**src/rtl/video_pkg.sv**
```systemverilog
// Shared state encoding, default frame geometry and width helper for the
// video double-buffer controller.
package video_pkg;

    localparam int DEF_X_WIDTH  = 8;
    localparam int DEF_Y_HEIGHT = 6;

    typedef enum logic [1:0] {
        IDLE      = 2'd0,
        FILL      = 2'd1,
        WAIT_SWAP = 2'd2
    } vbc_state_e;

    // Address width that stays at least one bit for degenerate sizes.
    function automatic int pos_w(input int n);
        return (n > 1) ? $clog2(n) : 1;
    endfunction

endpackage

```
**src/rtl/video_buffer_ctrl_if.sv**
```systemverilog
// Loader pixel handshake plus the back-bank write port of the controller.
interface video_buffer_ctrl_if
    import video_pkg::*;
#(
    parameter int X_WIDTH  = DEF_X_WIDTH,
    parameter int Y_HEIGHT = DEF_Y_HEIGHT
) ();

    localparam int XW = pos_w(X_WIDTH);
    localparam int YW = pos_w(Y_HEIGHT);

    logic          pix_valid;
    logic          pix_data;
    logic          pix_ready;
    logic          bank1_we;
    logic          bank2_we;
    logic          wr_data;
    logic [XW-1:0] mem_x_pos;
    logic [YW-1:0] mem_y_pos;

    modport master (
        input  pix_valid, pix_data,
        output pix_ready, bank1_we, bank2_we, wr_data, mem_x_pos, mem_y_pos
    );

    modport slave (
        output pix_valid, pix_data,
        input  pix_ready, bank1_we, bank2_we, wr_data, mem_x_pos, mem_y_pos
    );

endinterface

```
**src/rtl/frame_pos_counter.sv**
```systemverilog
// Raster write-position counter: x runs fastest, wraps into y, and the whole
// position wraps to (0,0) after the last pixel of the frame.
module frame_pos_counter
    import video_pkg::*;
#(
    parameter int  X_WIDTH  = DEF_X_WIDTH,
    parameter int  Y_HEIGHT = DEF_Y_HEIGHT,
    localparam int XW       = pos_w(X_WIDTH),
    localparam int YW       = pos_w(Y_HEIGHT)
) (
    input  logic          clk,
    input  logic          rst_n,
    input  logic          advance,
    input  logic          clear,
    output logic [XW-1:0] x,
    output logic [YW-1:0] y,
    output logic          last
);

    localparam logic [XW-1:0] X_LAST = XW'(X_WIDTH - 1);
    localparam logic [YW-1:0] Y_LAST = YW'(Y_HEIGHT - 1);

    logic [XW-1:0] x_q, x_d;
    logic [YW-1:0] y_q, y_d;
    logic          x_end;

    assign x_end = (x_q == X_LAST);
    assign last  = x_end && (y_q == Y_LAST);

    always_comb begin
        x_d = x_q;
        y_d = y_q;
        if (clear) begin
            x_d = '0;
            y_d = '0;
        end else if (advance) begin
            if (x_end) begin
                x_d = '0;
                y_d = last ? '0 : y_q + 1'b1;
            end else begin
                x_d = x_q + 1'b1;
            end
        end
    end

    always_ff @(posedge clk or negedge rst_n) begin
        if (!rst_n) begin
            x_q <= '0;
            y_q <= '0;
        end else begin
            x_q <= x_d;
            y_q <= y_d;
        end
    end

    assign x = x_q;
    assign y = y_q;

endmodule

```
**src/rtl/video_buffer_ctrl.sv**
```systemverilog
// Double-buffer controller: fills the hidden bank from the loader and swaps
// banks on a VGA frame boundary once a complete frame has been written.
module video_buffer_ctrl
    import video_pkg::*;
#(
    parameter int X_WIDTH  = DEF_X_WIDTH,
    parameter int Y_HEIGHT = DEF_Y_HEIGHT,
    parameter int CNT_W    = 8
) (
    input  logic                CLK_40,
    input  logic                reset_n,
    input  logic                en,
    input  logic                vga_frame_end,
    video_buffer_ctrl_if.master bus,
    output logic                rd_bank_sel,
    output logic                swap_pulse,
    output logic [CNT_W-1:0]    repeat_cnt,
    output logic [1:0]          state
);

    localparam int XW = pos_w(X_WIDTH);
    localparam int YW = pos_w(Y_HEIGHT);

    // Assertion is immediate; release takes effect one edge after deassertion.
    logic rst_sync_q;
    always_ff @(posedge CLK_40 or negedge reset_n) begin
        if (!reset_n) rst_sync_q <= 1'b0;
        else          rst_sync_q <= 1'b1;
    end

    vbc_state_e    state_q, state_d;
    logic          rd_bank_sel_q, swap_pulse_q, swap_d;
    logic [CNT_W-1:0] cnt_q, cnt_d;
    logic          bank1_we_q, bank2_we_q, wr_data_q;
    logic [XW-1:0] x_q, pos_x;
    logic [YW-1:0] y_q, pos_y;
    logic          pos_last, clear_pos, pix_ready_w, accept;

    assign pix_ready_w = (state_q == FILL) && en;
    assign accept      = pix_ready_w && bus.pix_valid;

    frame_pos_counter #(
        .X_WIDTH  (X_WIDTH),
        .Y_HEIGHT (Y_HEIGHT)
    ) u_pos (
        .clk     (CLK_40),
        .rst_n   (rst_sync_q),
        .advance (accept),
        .clear   (clear_pos),
        .x       (pos_x),
        .y       (pos_y),
        .last    (pos_last)
    );

    always_comb begin
        state_d   = state_q;
        swap_d    = 1'b0;
        cnt_d     = cnt_q;
        clear_pos = 1'b0;
        unique case (state_q)
            IDLE: begin
                clear_pos = 1'b1;
                if (en) state_d = FILL;
            end
            FILL: begin
                if (!en) begin
                    state_d   = IDLE;
                    clear_pos = 1'b1;
                end else if (accept && pos_last) begin
                    // A frame boundary coinciding with the last pixel swaps at once.
                    if (vga_frame_end) swap_d  = 1'b1;
                    else               state_d = WAIT_SWAP;
                end else if (vga_frame_end && (cnt_q != '1)) begin
                    cnt_d = cnt_q + 1'b1;
                end
            end
            WAIT_SWAP: begin
                if (!en) begin
                    state_d   = IDLE;
                    clear_pos = 1'b1;
                end else if (vga_frame_end) begin
                    swap_d  = 1'b1;
                    state_d = FILL;
                end
            end
            default: begin
                state_d   = IDLE;
                clear_pos = 1'b1;
            end
        endcase
    end

    always_ff @(posedge CLK_40 or negedge rst_sync_q) begin
        if (!rst_sync_q) begin
            state_q       <= IDLE;
            rd_bank_sel_q <= 1'b0;
            swap_pulse_q  <= 1'b0;
            cnt_q         <= '0;
            bank1_we_q    <= 1'b0;
            bank2_we_q    <= 1'b0;
            wr_data_q     <= 1'b0;
            x_q           <= '0;
            y_q           <= '0;
        end else begin
            state_q       <= state_d;
            rd_bank_sel_q <= rd_bank_sel_q ^ swap_d;
            swap_pulse_q  <= swap_d;
            cnt_q         <= cnt_d;
            // Target the hidden bank as seen when the pixel was accepted.
            bank1_we_q    <= accept && !rd_bank_sel_q;
            bank2_we_q    <= accept &&  rd_bank_sel_q;
            if (accept) begin
                wr_data_q <= bus.pix_data;
                x_q       <= pos_x;
                y_q       <= pos_y;
            end
        end
    end

    assign bus.pix_ready = pix_ready_w;
    assign bus.bank1_we  = bank1_we_q;
    assign bus.bank2_we  = bank2_we_q;
    assign bus.wr_data   = wr_data_q;
    assign bus.mem_x_pos = x_q;
    assign bus.mem_y_pos = y_q;
    assign rd_bank_sel   = rd_bank_sel_q;
    assign swap_pulse    = swap_pulse_q;
    assign repeat_cnt    = cnt_q;
    assign state         = state_q;

endmodule

```
**src/flat_wrapper.sv**
```systemverilog
// flat-port wrapper written by rule: the top's interface ports become plain ports
module video_buffer_ctrl_flat import video_pkg::*;
#(
    parameter int X_WIDTH  = DEF_X_WIDTH,
    parameter int Y_HEIGHT = DEF_Y_HEIGHT,
    parameter int CNT_W    = 8
)
  (CLK_40, reset_n, en, vga_frame_end, rd_bank_sel, swap_pulse, repeat_cnt, state, bus_pix_valid, bus_pix_data, bus_pix_ready, bus_bank1_we, bus_bank2_we, bus_wr_data, bus_mem_x_pos, bus_mem_y_pos);
  video_buffer_ctrl_if #(.X_WIDTH(X_WIDTH), .Y_HEIGHT(Y_HEIGHT)) bus_i ();
  input  logic CLK_40;
  input  logic reset_n;
  input  logic en;
  input  logic vga_frame_end;
  output logic rd_bank_sel;
  output logic swap_pulse;
  output logic [CNT_W-1:0] repeat_cnt;
  output logic [1:0] state;
  input wire logic [$bits(bus_i.pix_valid)-1:0] bus_pix_valid;
  input wire logic [$bits(bus_i.pix_data)-1:0] bus_pix_data;
  output wire logic [$bits(bus_i.pix_ready)-1:0] bus_pix_ready;
  output wire logic [$bits(bus_i.bank1_we)-1:0] bus_bank1_we;
  output wire logic [$bits(bus_i.bank2_we)-1:0] bus_bank2_we;
  output wire logic [$bits(bus_i.wr_data)-1:0] bus_wr_data;
  output wire logic [$bits(bus_i.mem_x_pos)-1:0] bus_mem_x_pos;
  output wire logic [$bits(bus_i.mem_y_pos)-1:0] bus_mem_y_pos;
  assign bus_i.pix_valid = bus_pix_valid;
  assign bus_i.pix_data = bus_pix_data;
  assign bus_pix_ready = bus_i.pix_ready;
  assign bus_bank1_we = bus_i.bank1_we;
  assign bus_bank2_we = bus_i.bank2_we;
  assign bus_wr_data = bus_i.wr_data;
  assign bus_mem_x_pos = bus_i.mem_x_pos;
  assign bus_mem_y_pos = bus_i.mem_y_pos;
  video_buffer_ctrl #(.X_WIDTH(X_WIDTH), .Y_HEIGHT(Y_HEIGHT), .CNT_W(CNT_W)) u_core (.CLK_40(CLK_40), .reset_n(reset_n), .en(en), .vga_frame_end(vga_frame_end), .bus(bus_i), .rd_bank_sel(rd_bank_sel), .swap_pulse(swap_pulse), .repeat_cnt(repeat_cnt), .state(state));
endmodule
```
**config.mk**
```make
export PLATFORM = sky130hd
export DESIGN_NAME = video_buffer_ctrl_flat
export DESIGN_NICKNAME = d
export VERILOG_FILES = /design/src/rtl/video_pkg.sv /design/src/rtl/video_buffer_ctrl_if.sv /design/src/rtl/frame_pos_counter.sv /design/src/rtl/video_buffer_ctrl.sv /design/src/flat_wrapper.sv
export SDC_FILE = /design/constraint.sdc
export NUM_CORES = 1
export LEC_CHECK = 0
export CAP_MARGIN = 20
export CORE_ASPECT_RATIO = 1.5
export CORE_UTILIZATION = 23
export CTS_CLUSTER_SIZE = 14
export DETAILED_ROUTE_END_ITERATION = 6
export PLACE_DENSITY = 0.49
export SLEW_MARGIN = 5
export SYNTH_ARGS = -nofsm -noshare
export SYNTH_HDL_FRONTEND = slang
export SYNTH_HIERARCHICAL = 1
export SYNTH_SLANG_ARGS = --single-unit
```
**constraint.sdc**
```tcl
create_clock -name CLK_40 -period 1.5 [get_ports CLK_40]
set_clock_uncertainty 0.05 [all_clocks]
set_input_delay 0.225 -clock CLK_40 [delete_from_list [all_inputs] [get_ports CLK_40]]
set_output_delay 0.225 -clock CLK_40 [all_outputs]
set_load 0.005 [all_outputs]
```
## After elaboration in Yosys (flattened, before gate mapping)

Cells that the tools add are included.
Widths: inputs -> output; s select.

| cells by class | value |
|---|---|
| add/subtract/negate cells | 3 |
| equal/unequal tests | 9 |
| multiplexer cells | 21 |
| bitwise logic cells | 2 |
| reductions and logical operators | 15 |

Operators by type and width:

| kind | count |
|---|---|
| $mux 3 | 7 |
| $mux 2 | 6 |
| $ne 3x3->1 const B | 3 |
| $add 8x1->8 const B | 1 |
| $ne 8x8->1 const B | 1 |
| $reduce_and 4->1 | 2 |
| $logic_and 1x1->1 | 7 |
| $add 3x1->3 const B | 2 |
| $eq 3x3->1 const B | 2 |
| $mux 1 | 6 |
| $pmux 2 s3 | 1 |
| $reduce_bool 2->1 | 2 |
| $eq 2x1->1 const B | 1 |
| $eq 2x2->1 const B | 1 |
| $logic_not 2->1 | 1 |
| $ne 2x2->1 const B | 1 |
| $pmux 1 s2 | 1 |
| $reduce_and 2->1 | 1 |
| $reduce_or 2->1 | 1 |
| $logic_not 1->1 | 1 |
| $not 1->1 | 1 |
| $xor 1x1->1 | 1 |

| word-level totals | value |
|---|---|
| flip-flop bits (word level) | 28 |
| input bits | 6 |
| output and inout port bits | 22 |
| logic and storage cells | 62 |

## Logic depth before layout (Yosys ltp)

Gate-level depths: netlist of run 1.

| logic depth | value |
|---|---|
| depth after elaboration | 8 |
| depth in mapped cells | 8 |

## Modules after synthesis

The synthesis of run 1 kept the hierarchy.

Modules (own cells, without submodules):

| module | times used | cells an instance | area each (um^2) |
|---|---|---|---|
| video_buffer_ctrl | 1 | 87 | 1,059.8 |
| frame_pos_counter | 1 | 31 | 354.1 |

## Worst setup path before layout of run 1

OpenSTA, ideal clock, no wires.

| timing | value |
|---|---|
| kind | register to register |
| from | register u_core.u_pos.x_q[0] (netlist: u_core/u_pos/x[0]) |
| to | register u_core.state_q[0] (netlist: u_core/state[0]) |
| library setup time | 0.127 ns |
| data arrival time | 1.914 ns |
| required time | 1.323 ns |
| slack | -0.592 ns |
| stages on the path, launching flop included | 8 |
| clock period less this slack | 2.092 ns |
| cells stage by stage | dfrtp_1 -> ha_1 -> ha_1 -> and3_1 -> nand4_1 -> a2111oi_2 -> a311o_2 -> mux2_1 |

| between the ends | value |
|---|---|
| word-level cells in the longest chain between the ends | 5 |

Ends and longest elaborated chain:

| item | RTL line | text |
|---|---|---|
| from (decl) | frame_pos_counter.sv:23 | `logic [XW-1:0] x_q, x_d;` |
| from (signal assigned) | frame_pos_counter.sv:48 | `x_q <= '0;` |
| from (signal assigned) | frame_pos_counter.sv:51 | `x_q <= x_d;` |
| $eq 3x3->1 | frame_pos_counter.sv:27 | `assign x_end = (x_q == X_LAST);` |
| $logic_and 1x1->1 | frame_pos_counter.sv:28 | `assign last = x_end && (y_q == Y_LAST);` |
| net u_core.pos_last | video_buffer_ctrl.sv:37 | `logic pos_last, clear_pos, pix_ready_w, accept;` |
| $logic_and 1x1->1 | video_buffer_ctrl.sv:69 | `end else if (accept && pos_last) begin` |
| $ne 3x3->1 (no line) | -- |  |
| $reduce_and 4->1 (no line) | -- |  |
| to (signal assigned) | video_buffer_ctrl.sv:105 | `state_q <= state_d;` |
| to (decl) | video_buffer_ctrl.sv:31 | `vbc_state_e state_q, state_d;` |

The timed path passes the listed nets, and every way through them passes these cells.
A chain may end at the register's enable or synchronous reset.

## Worst setup path in the final report of run 1

| timing | value |
|---|---|
| from | register u_core.u_pos.x_q[1] (netlist: u_core/u_pos/x[1]) |
| to | register u_core.state_q[0] (netlist: u_core/state[0]) |

The elaborated chain is that of the path after synthesis.

==> impl_results.md, run 1 <==
- Largest net degree at the start of global routing: 16
- Row cnt: 34
- Worst reg-to-reg setup slack: -0.46 ns
- # port buffers: 27
- H-tree Lvls: 1
- Total CTS buffers: 3
- WL final: 3540 um
- Part of the power in registers: 0.372
- Fin. max-slew vios: 0
- Setup WS post-layout: -0.458 ns
- Outcome: finished with violations
- Initial antenna violation count: 0
- Detail Route Antenna Nets: 0
- CTS tree: yes
- Sequential share of the synthesized area: 0.496
- FF-to-FF End: u_core/state[0]$_DFFE_PN0P_
- Cell variety after synth: 38
- Max Clk Rate: 511 MHz
- First DRT Iteration DRCs: 41
- Cell taking the most area after synthesis: dfrtp_1
- Synth Register Bits: 28
- Unrepaired setup endpoints after global routing: yes
- Hold buffers post-CTS: 0
- 1st-pass router iterations: 4
- I/O pin count: 28
- Clk_lat worst skew: 0.27 ns
- Final net count: 210
- Top-area cell type share of the netlist area: 0.496
- Max-Cap Viols: 0
- Power Dens Cells: 1100 nW/um^2
- Synthesized Nets: 133
- P_leak: 1.13 nW
- Crit path depth: 7
- Most frequent cell after synthesis: dfrtp_1
- Total grt overflow: 0
- CP max stage delay: 0.37 ns
- Violated checks: negative setup slack
- DP Area: 2050 sq um
- Post-DP HPWL: 2550 um
- Psw: 0.000794 W
- CP Class: reg -> reg
- Synthesized area: 1410 sq um
- Syn Area/Cell: 12.0 sq um
- Setup TNS: -4.05 ns
- FILL cells: 581
- CP max FO: 2
- CP delay by family, top: compound AO/OA/AOI/OAI gates
- Vias per Instance: 4.48
- Comb pwr share: 0.469
- Clock root cell: clkbuf_8
- Placer Congestion: 0.795
- Core Footprint: 5870 sq um
- Top FF cell, synth: dfrtp_1
- Worst-path cell chain: ha_2, ha_4, and3_4, nand4_1, a2111oi_4, a311o_2, mux2_4
- P&R area growth vs syn: 63.0%
- P_int: 0.00174 W
- Non-filler cells in the finished layout: 265
- Hold Crit Class: in -> async
- # DRC: 0
- Height of the die: 98.0 um
- Maximum VDD drop: 578 uV
- Hold Vio Cnt, Final: 0
- Post-synth EDFFs: 0
- Clk pwr share: 0.159
- RR Startpoint: u_core/u_pos/x[1]$_DFFE_PN0P_
- Vias in the first global route: 1316
- Total GRT Usage: 0.117
- Ys async rst share: 1.00
- Antenna diodes: 0
- Final instance area: 2300 sq um
- Startpoint types: flip-flop
- Tcrit/Tclk final: 1.31
- CP max-delay cell: dfrtp_1
- Die Width: 66.0 um
- Clk sink count: 28
- CP bufs+invs: 0
- First-pass GRT wire length: 6000 um
- Commonest cells in the netlist: 28 x dfrtp_1, 9 x ha_1, 9 x mux2_2
- Nature of the critical path endpoint: flip-flop
- Vias: 1187
- Path depth of the worst reg2reg path: 7
- Ys Warns: 6
- Total placed cells including tap cells: 250
- Minimum clock period: 1.96 ns
- Finish-stage setup viols: 22
- Sw Share: 0.313
- Syn Inst Count: 118
- Worst-path clk slew: 0.09 ns
- Initial core utilization: 0.241
- Arrival time at the worst endpoint: 2.07 ns
- Post-DR wirelength/cell: 13.4 um
- Die area: 6470 sq um
- Clock tree buffer depth: 2
- Layout cells sized above 1: 0.435
- Req. time, crit path: 1.61 ns
- Top cells by area, synth: dfrtp_1 50%, ha_1 8.0%, mux2_2 7.2%
## worst register-to-register path, stage by stage, from the launching register on
cell,delay [ns]
dfrtp_1,0.37
ha_2,0.20
ha_4,0.13
and3_4,0.18
nand4_1,0.18
a2111oi_4,0.27
a311o_2,0.18
mux2_4,0.29
## through the flow
stage	hold WS (ns)	total power (W)	utilization	worst slack (ns)
final	0.0325	0.00254	0.393	-0.458
after detailed placement	0.148	0.00195	0.349	-0.615
after global placement	0.148	0.00193	0.349	-0.542
after CTS	0.0270	0.00253	0.387	-0.423
after global routing	0.0242	0.00270	0.393	-0.558
after floorplan	-0.121	0.00140	-	-0.485
## worst max path at each step
stage | from | end | slack (ns)
after global routing | u_core/u_pos/x[1]$_DFFE_PN0P_ | u_core/state[0]$_DFFE_PN0P_ | -0.56
after CTS | u_core/u_pos/x[0]$_DFFE_PN0P_ | u_core/state[0]$_DFFE_PN0P_ | -0.42
after detailed placement | en | u_core/state[0]$_DFFE_PN0P_ | -0.62
after global placement | en | u_core/state[0]$_DFFE_PN0P_ | -0.54
after floorplan | u_core/u_pos/x[0]$_DFFE_PN0P_ | u_core/state[0]$_DFFE_PN0P_ | -0.48
final | u_core/u_pos/x[1]$_DFFE_PN0P_ | u_core/state[0]$_DFFE_PN0P_ | -0.46
## power by group through the flow
stage / Sequential [W] / Clock, W / Combinational (W)
final: 0.000943 / 0.000403 / 0.00119
after global routing: 0.000964 / 0.000444 / 0.00129
after CTS: 0.000941 / 0.000427 / 0.00116
after detailed placement: 0.000962 / 0 / 0.000986
after global placement: 0.000956 / 0 / 0.000970
after floorplan: 0.00101 / 0 / 0.000383
## layout make-up
cell class	instances	area [sq um]	share of cell area
Tap cell	72	90.1	0.0391
Inverter	7	28.8	0.0125
Timing Repair Buffer	75	653	0.283
Multi-Input combinational cell	80	791	0.343
Clock buffer	3	41.3	0.0179
Sequential cell	28	701	0.304
## registers in the layout (all words and copies together) (netlist names)
register	flops
u_core/bus.mem_y_pos	3
u_core/rd_bank_sel	1
u_core/repeat_cnt	8
u_core/bus.mem_x_pos	3
u_core/rst_sync_q	1
u_core/u_pos/x	3
u_core/bus.wr_data	1
u_core/bus.bank2_we	1
u_core/swap_pulse	1
u_core/state	2
u_core/u_pos/y	3
u_core/bus.bank1_we	1
## timing repair
item | 4_1_cts | 5_1_grt
endpoints found under the setup margin | 34 | 29
pin swaps | 10 | 10
endpoints found under the hold margin | 0 | 0
buffers inserted | 10 | 5
gates resized for setup | 39 | 11
## layer usage
layer,up-vias,track usage,wire length (um)
met1,592,0.143,1510
met3,4,0.0164,106
met4,0,0.0311,33
met5,-,0,0
li1,568,-,-
met2,23,0.209,1890
## cells by family (layout without fill, tap and decap cells)
family | count (synthesis) | after routing | synth area share
and+or+nand+nor | 37 | 37 | 0.165
AOI/OAI and AO/OA | 15 | 15 | 0.0912
adders and majority gates | 9 | 9 | 0.0796
muxes | 13 | 13 | 0.101
xor gates and xnor gates | 5 | 5 | 0.0310
buffers and inverters | 10 | 85 | 0.0345
other | 1 | 1 | 0.00265
DFF | 28 | 28 | 0.496
## cells in the final DEF (no fill, tap or decap), types with 2 or more instances in the layout
cell,netlist,routed
ha_1,9,5
mux2_2,9,2
dlygate4sd2_1,0,7
clkdlybuf4s50_1,0,16
dlymetal6s2s_1,0,2
nand4_1,4,4
mux2i_1,3,3
and4_1,3,3
nand4bb_1,2,2
a21oi_4,0,2
a21oi_1,4,2
nand3_1,2,2
clkbuf_8,0,3
ha_4,0,2
buf_4,1,41
dfrtp_1,28,28
nor2_1,7,7
inv_2,0,2
nand2_1,5,4
buf_6,1,7
nand2b_1,4,4
and2_4,0,2
xnor2_1,4,4
and3_1,3,2
ha_2,0,2
inv_1,7,4
mux2_4,0,8
Power figures use the tool's default switching activity.
==> run 2: changes to the inputs <==
CELL_PAD_IN_SITES_DETAIL_PLACEMENT = 1   (was not set)
CELL_PAD_IN_SITES_GLOBAL_PLACEMENT = 1   (was not set)
CORE_UTILIZATION = 43   (was 23)
PLACE_DENSITY = 0.9   (was 0.49)
==> run 2 against run 1 <==
Combinational power up 19%. Largest power group unchanged. Largest cell class unchanged. First-iteration DRC count down 22%. The flow still finishes with violations (negative setup slack). Via count up 12%.
==> impl_results.md, run 2 (synthesis gave the netlist of run 1 again) <==
- Total GRT Usage: 0.308
- Max-Cap Viols: 0
- Core Footprint: 3130 sq um
- Minimum clock period: 2.22 ns
- Clk pwr share: 0.165
- CTS tree: yes
- P&R area growth vs syn: 68.8%
- Worst reg-to-reg setup slack: -0.72 ns
- Part of the power in registers: 0.337
- DP Area: 1960 sq um
- Height of the die: 72.2 um
- Unrepaired setup endpoints after global routing: yes
- Outcome: finished with violations
- Clk_lat worst skew: 0.28 ns
- Layout cells sized above 1: 0.469
- Req. time, crit path: 1.63 ns
- Vias per Instance: 5.63
- P_leak: 1.18 nW
- Power Dens Cells: 1190 nW/um^2
- Nature of the critical path endpoint: flip-flop
- Final instance area: 2390 sq um
- Hold_ws: 0.0215 ns
- Fin. max-slew vios: 0
- Total CTS buffers: 3
- WL final: 6070 um
- Die area: 3530 sq um
- Psw: 0.000988 W
- CP startpoint: u_core/u_pos/x[0]$_DFFE_PN0P_
- CP Class: reg -> reg
- P_int: 0.00186 W
- # port buffers: 27
- Die Width: 48.8 um
- Row cnt: 25
- Tcrit/Tclk final: 1.48
- Pre-CTS setup slack: -0.674 ns
- Clock tree buffer depth: 2
- Detail Route Antenna Nets: 0
- Clk sink count: 28
- Initial antenna violation count: 0
- First-pass GRT wire length: 7800 um
- Vias: 1329
- Post-DP HPWL: 3140 um
- Commonest non-fill, non-tap cell in the layout: buf_4
- Final core area utilization: 0.763
- Hold Vio Cnt, Final: 0
- Post-DR wirelength/cell: 25.7 um
- Sw Share: 0.347
- Most frequent cells in the layout: 37 x buf_4, 28 x dfrtp_1, 17 x clkdlybuf4s50_1
- Maximum VDD drop: 763 uV
- Design Power: 0.00285 W
- RR Startpoint: u_core/u_pos/x[0]$_DFFE_PN0P_
- Final net count: 212
- Finish-stage setup viols: 27
- Vias in the first global route: 1468
- Violated checks: negative setup slack
- Max Clk Rate: 450 MHz
- Hold buffers post-CTS: 0
- Worst-path clk slew: 0.09 ns
- Hold Crit Class: in -> async
- I/O pin count: 28
- Largest net degree at the start of global routing: 28
- Total grt overflow: 0
- Arrival time at the worst endpoint: 2.35 ns
- 1st-pass router iterations: 4
- Setup WS post-layout: -0.720 ns
- Initial core utilization: 0.452
- # DRC: 0
- H-tree Lvls: 1
- Max reg flops: 8
- Comb pwr share: 0.498
- Startpoint types: flip-flop
- First DRT Iteration DRCs: 32
- Antenna diodes: 0
- Clock root cell: clkbuf_8
- Placer Congestion: 0.790
- CP max FO: 3
[run 2: changes by cell type in the layout (fill, tap and decap cells not counted), moves of 2 or more]
| cell | delta |
|---|---|
| buf_6 | +6 |
| buf_4 | -4 |
| xnor2_1 | -2 |
| dlygate4sd2_1 | -2 |
| xnor2_2 | +2 |
[run 2: per-layer routing]
metal / GRT usage / wire [um]
met5: 0 / 0
met4: 0.137 / 315
met2: 0.602 / 3230
met1: 0.316 / 2270
met3: 0.0461 / 253
[run 2: what timing repair did]
action / CTS / global route
endpoints found under the setup margin: 36 / 31
pin swaps: 12 / 10
gates cloned: 0 / 0
gates resized for setup: 45 / 20
setup buffers: 11 / 9
[run 2: area by class of cell]
class                   instances  area, sq um
multi-input cells              80          853
fillers                       278          742
flip-flops and latches         28          701
repair buffers                 77          698
clock buffers                   4         55.1
well taps                      40         50.0
inverters                       7         28.8
[run 2: per-stage QoR]
step	setup TNS, ns	instances
floorplan	-2.81	118
global placement	-5.68	212
CTS	-5.17	227
global route	-10.36	236
detailed placement	-8.76	212
finish	-9.01	236
[run 2: power groups by stage]
stage	Clock, W	Combinational [W]	Sequential (W)
floorplan	0	0.000383	0.00101
global placement	0	0.000940	0.000951
detailed placement	0	0.00102	0.000967
CTS	0.000465	0.00122	0.000951
global route	0.000507	0.00148	0.000971
finish	0.000470	0.00142	0.000958
[run 2: final timing paths]
kind                                                        to  cells past startpoint
hold / removal                     u_core/rst_sync_q$_DFF_PN0_                      1
setup reg to reg              u_core/repeat_cnt[7]$_DFFE_PN0P_                      8
max in group asynchronous     u_core/repeat_cnt[5]$_DFFE_PN0P_                      1
hold reg to reg            u_core/bus.mem_x_pos[1]$_DFFE_PN0N_                      1
min in group CLK_40        u_core/bus.mem_x_pos[1]$_DFFE_PN0N_                      1
setup / recovery              u_core/repeat_cnt[7]$_DFFE_PN0P_                      8
[run 2: critical path: stages (launching register included)]
cell      delay, ns
dfrtp_1        0.42
ha_2           0.19
ha_4           0.17
and3_4         0.17
buf_4          0.13
buf_6          0.12
a211oi_4       0.33
nand4_1        0.26
xnor2_1        0.30
==> run 3: changes to the inputs <==
CORE_MARGIN = 4   (was not set)
==> run 3 against run 2 <==
The run still ends with negative setup slack left. Cell count increased by 0.42%. Power rose by 6.8%. Clock power rose by 31%. Critical path depth down 1. Critical endpoint is now u_core/state[0]$_DFFE_PN0P_.
==> impl_results.md, run 3 (synthesis gave the netlist of run 1 again) <==
- Total CTS buffers: 3
- Register area: 702 sq um
- Setup WS post-layout: -0.712 ns
- FF-to-FF End: u_core/state[0]$_DFFE_PN0P_
- Hold_ws: 0.0401 ns
- Violated checks: negative setup slack
- Row cnt: 25
- Initial antenna violation count: 0
- Sw Share: 0.346
- Tcrit/Tclk final: 1.47
- Minimum clock period: 2.21 ns
- RR Startpoint: u_core/u_pos/x[1]$_DFFE_PN0P_
- Multi-input gate area: 848 sq um
- Arrival time at the worst endpoint: 2.34 ns
- CP max stage delay: 0.43 ns
- Vias per Instance: 5.89
- CP Class: reg -> reg
- Vias in the first global route: 1511
- Antenna diodes: 0
- Core Footprint: 3160 sq um
- FILL cells: 276
- Clk_lat worst skew: 0.28 ns
- Maximum VDD drop: 1120 uV
- Post-DR wirelength/cell: 28.7 um
- Total grt overflow: 0
- Part of the power in registers: 0.321
- # port buffers: 27
- Clk pwr share: 0.202
- First-pass GRT wire length: 8140 um
- Detail Route Antenna Nets: 0
- Max Clk Rate: 452 MHz
- 1st-pass router iterations: 4
- I/O pin count: 28
- Final net count: 213
- Total GRT Usage: 0.267
- Clock root cell: clkbuf_8
- Pre-CTS setup slack: -0.603 ns
- Startpoint types: flip-flop
- CP max-delay cell: dfrtp_1
- WL final: 6810 um
- Most frequent cells in the layout: 33 x buf_4, 27 x dfrtp_1, 18 x buf_6
- Clk sink count: 28
- Worst-path cell chain: ha_2, ha_4, and3_4, nand4_1, a2111oi_4, a311o_2, mux2_4
- Finish-stage setup viols: 27
- P_int: 0.00199 W
- Vias: 1396
- Clock tree buffer depth: 2
- H-tree Lvls: 1
- Non-filler cells in the finished layout: 237
- Post-DP HPWL: 3050 um
- Req. time, crit path: 1.62 ns
- P&R area growth vs syn: 73.0%
- First DRT Iteration DRCs: 70
- Power Dens Cells: 1240 nW/um^2
- Hold buffers post-CTS: 0
- Comb pwr share: 0.477
- Hold Vio Cnt, Final: 0
- Worst-path clk slew: 0.11 ns
- Max reg flops: 8
- CP max FO: 2
- Outcome: finished with violations
- CP startpoint: u_core/u_pos/x[1]$_DFFE_PN0P_
- Unrepaired setup endpoints after global routing: yes
- Total placed cells including tap cells: 212
- Die area: 4290 sq um
- Path depth of the worst reg2reg path: 7
- Placer Congestion: 0.942
- CTS tree: yes
- Die Width: 54.8 um
- Layout cells sized above 1: 0.503
- Initial core utilization: 0.448
- Max-Cap Viols: 0
- Nature of the critical path endpoint: flip-flop
- Hold Crit Class: in -> async
- Psw: 0.00105 W
- # DRC: 0
- Fin. max-slew vios: 0
- Largest net degree at the start of global routing: 20
- Height of the die: 78.2 um
- Worst reg-to-reg setup slack: -0.71 ns
- Commonest non-fill, non-tap cell in the layout: buf_4
- P_leak: 1.24 nW
==> run 3: changes by cell type in the layout (fill, tap and decap cells not counted), sizes merged <==
cell,change
buf,+2
bufinv,+1
clkbuf,-2
clkdlybuf4s15,-1
clkdlybuf4s50,-2
dlygate4sd2,+1
dlymetal6s2s,+2
==> run 3: worst max-delay path by stage <==
stage                                        to  slack (ns)
floorplan           u_core/state[0]$_DFFE_PN0P_       -0.48
global placement    u_core/state[0]$_DFFE_PN0P_       -0.43
detailed placement  u_core/state[0]$_DFFE_PN0P_       -0.60
CTS                 u_core/state[0]$_DFFE_PN0P_       -0.50
global route        u_core/state[0]$_DFFE_PN0P_       -0.77
finish              u_core/state[0]$_DFFE_PN0P_       -0.71
==> run 3: critical path, delay by kind of cell (launching register included) <==
| kind | cells | cell delay (ns) |
|---|---|---|
| and+or+nand+nor | 2 | 0.40 |
| muxes | 1 | 0.31 |
| AOI/OAI and AO/OA | 2 | 0.50 |
| DFF | 1 | 0.43 |
| adders and majority gates | 2 | 0.42 |
==> run 3: power by group through the flow <==
stage | clock (W) | combinational, W | sequential (W)
3_5_place_dp | 0 | 0.00102 | 0.000971
2_1_floorplan | 0 | 0.000383 | 0.00101
4_1_cts | 0.000609 | 0.00119 | 0.000955
3_3_place_gp | 0 | 0.000947 | 0.000959
5_1_grt | 0.000658 | 0.00152 | 0.000991
6_report | 0.000614 | 0.00145 | 0.000975
==> run 3: layout make-up <==
cell class	instances	area share
inverter	7	0.0128
clock inverter	1	0.0123
timing repair buffer	78	0.304
multi-input combinational	80	0.347
clock buffer	3	0.0169
sequential	28	0.287
tap	40	0.0205
==> run 3: per-stage QoR <==
step	area, sq um	utilization	power [W]	TNS [ns]
2_1_floorplan	1440	-	0.00140	-2.81
3_3_place_gp	1970	0.625	0.00191	-5.76
3_5_place_dp	1970	0.625	0.00199	-8.14
4_1_cts	2220	0.704	0.00275	-6.13
5_1_grt	2450	0.774	0.00317	-10.55
6_report	2450	0.774	0.00304	-9.27
==> run 3: layer usage <==
layer | up-vias | share of wire | global-route usage
met5 | - | 0 | 0
met4 | 0 | 0.061 | 0.112
met3 | 29 | 0.046 | 0.0436
met2 | 72 | 0.54 | 0.487
met1 | 720 | 0.35 | 0.283
li1 | 575 | - | -
==> run 3: timing repair <==
action,in CTS,in global routing
buffers inserted,9,13
gates resized for setup,47,31
gates cloned,0,0
setup endpoints to repair,35,32
pin swaps,11,18
==> RTL edit: new RTL, config.mk and constraints of run 2 <==
`CNT_W` is set to 8 in 2 places; all go to 6.
--- a/src/rtl/video_buffer_ctrl.sv
+++ b/src/rtl/video_buffer_ctrl.sv
@@ -5,7 +5,7 @@
 #(
     parameter int X_WIDTH  = DEF_X_WIDTH,
     parameter int Y_HEIGHT = DEF_Y_HEIGHT,
-    parameter int CNT_W    = 8
+    parameter int CNT_W    = 6
 ) (
     input  logic                CLK_40,
     input  logic                reset_n,
--- a/src/flat_wrapper.sv
+++ b/src/flat_wrapper.sv
@@ -3,7 +3,7 @@
 #(
     parameter int X_WIDTH  = DEF_X_WIDTH,
     parameter int Y_HEIGHT = DEF_Y_HEIGHT,
-    parameter int CNT_W    = 8
+    parameter int CNT_W    = 6
 )
   (CLK_40, reset_n, en, vga_frame_end, rd_bank_sel, swap_pulse, repeat_cnt, state, bus_pix_valid, bus_pix_data, bus_pix_ready, bus_bank1_we, bus_bank2_we, bus_wr_data, bus_mem_x_pos, bus_mem_y_pos);
   video_buffer_ctrl_if #(.X_WIDTH(X_WIDTH), .Y_HEIGHT(Y_HEIGHT)) bus_i ();
Ports: changed (resized repeat_cnt); port bits go from 28 to 26. No check against the original RTL was run, so the function may have changed too.
==> RTL edit against run 2 <==
- the flow now stops in 4_1_cts
- synthesized area decreased by 11%
==> RTL edit: results <==
[outcome]
status = "did not finish"
error_line = "[ERROR DPL-0033] detailed placement checks failed during check placement."
haltStage = "4_1_cts"

[cts]
clock_tree.buffer_depth = 2
numCtsBuffers = 3
h-tree-depth = 1
cts-resized-gates = 32
root_buffer = "clkbuf_8"
post_cts_buffers = 11

[synth]
syn-num-nets = 133
synth_warnings = 6
yosys_most_used_dff = "dfrtp_1"
async_reset_ff_share_pct = 100
ys_seq_area_share_pct = 51.8
synth_commonest_cells = "nand2_1, dfrtp_1, ha_1"
synth_area_leaders = "dfrtp_1, ha_1, nand2_1"
ys_types = 37
synth_seq_cells = 26

[place]
dp_hpwl_um = 2830
gp_congestion = 0.747
io_buffers = 25
## RTL edit: cell types whose count changed after synthesis, sizes merged, moves of 2 or more
cell,delta
nand2,+26
mux2,-9
and4,-3
inv,-3
nand4,-3
a21oi,-2
and3,-2
clkinv,+2
dfrtp,-2
nand2b,-2
nor3,+2
xor2,+2
## RTL edit: metrics by stage
stage	cells	setup TNS (ns)	worst slack (ns)	cell area, um2
after floorplan	118	-1.00	-0.175	1330
after global placement	204	-1.43	-0.181	1800
after detailed placement	204	-2.68	-0.364	1800
## RTL edit: cell families after synthesis
group	synth area share, %
AO/OA/AOI/OAI	7.38
XOR/XNOR	4.19
adder cells (fa/ha/maj)	8.97
buffers and inverters	3.49
flip-flops	51.8
multiplexers	2.49
other	0.299
AND/OR/NAND/NOR	21.3
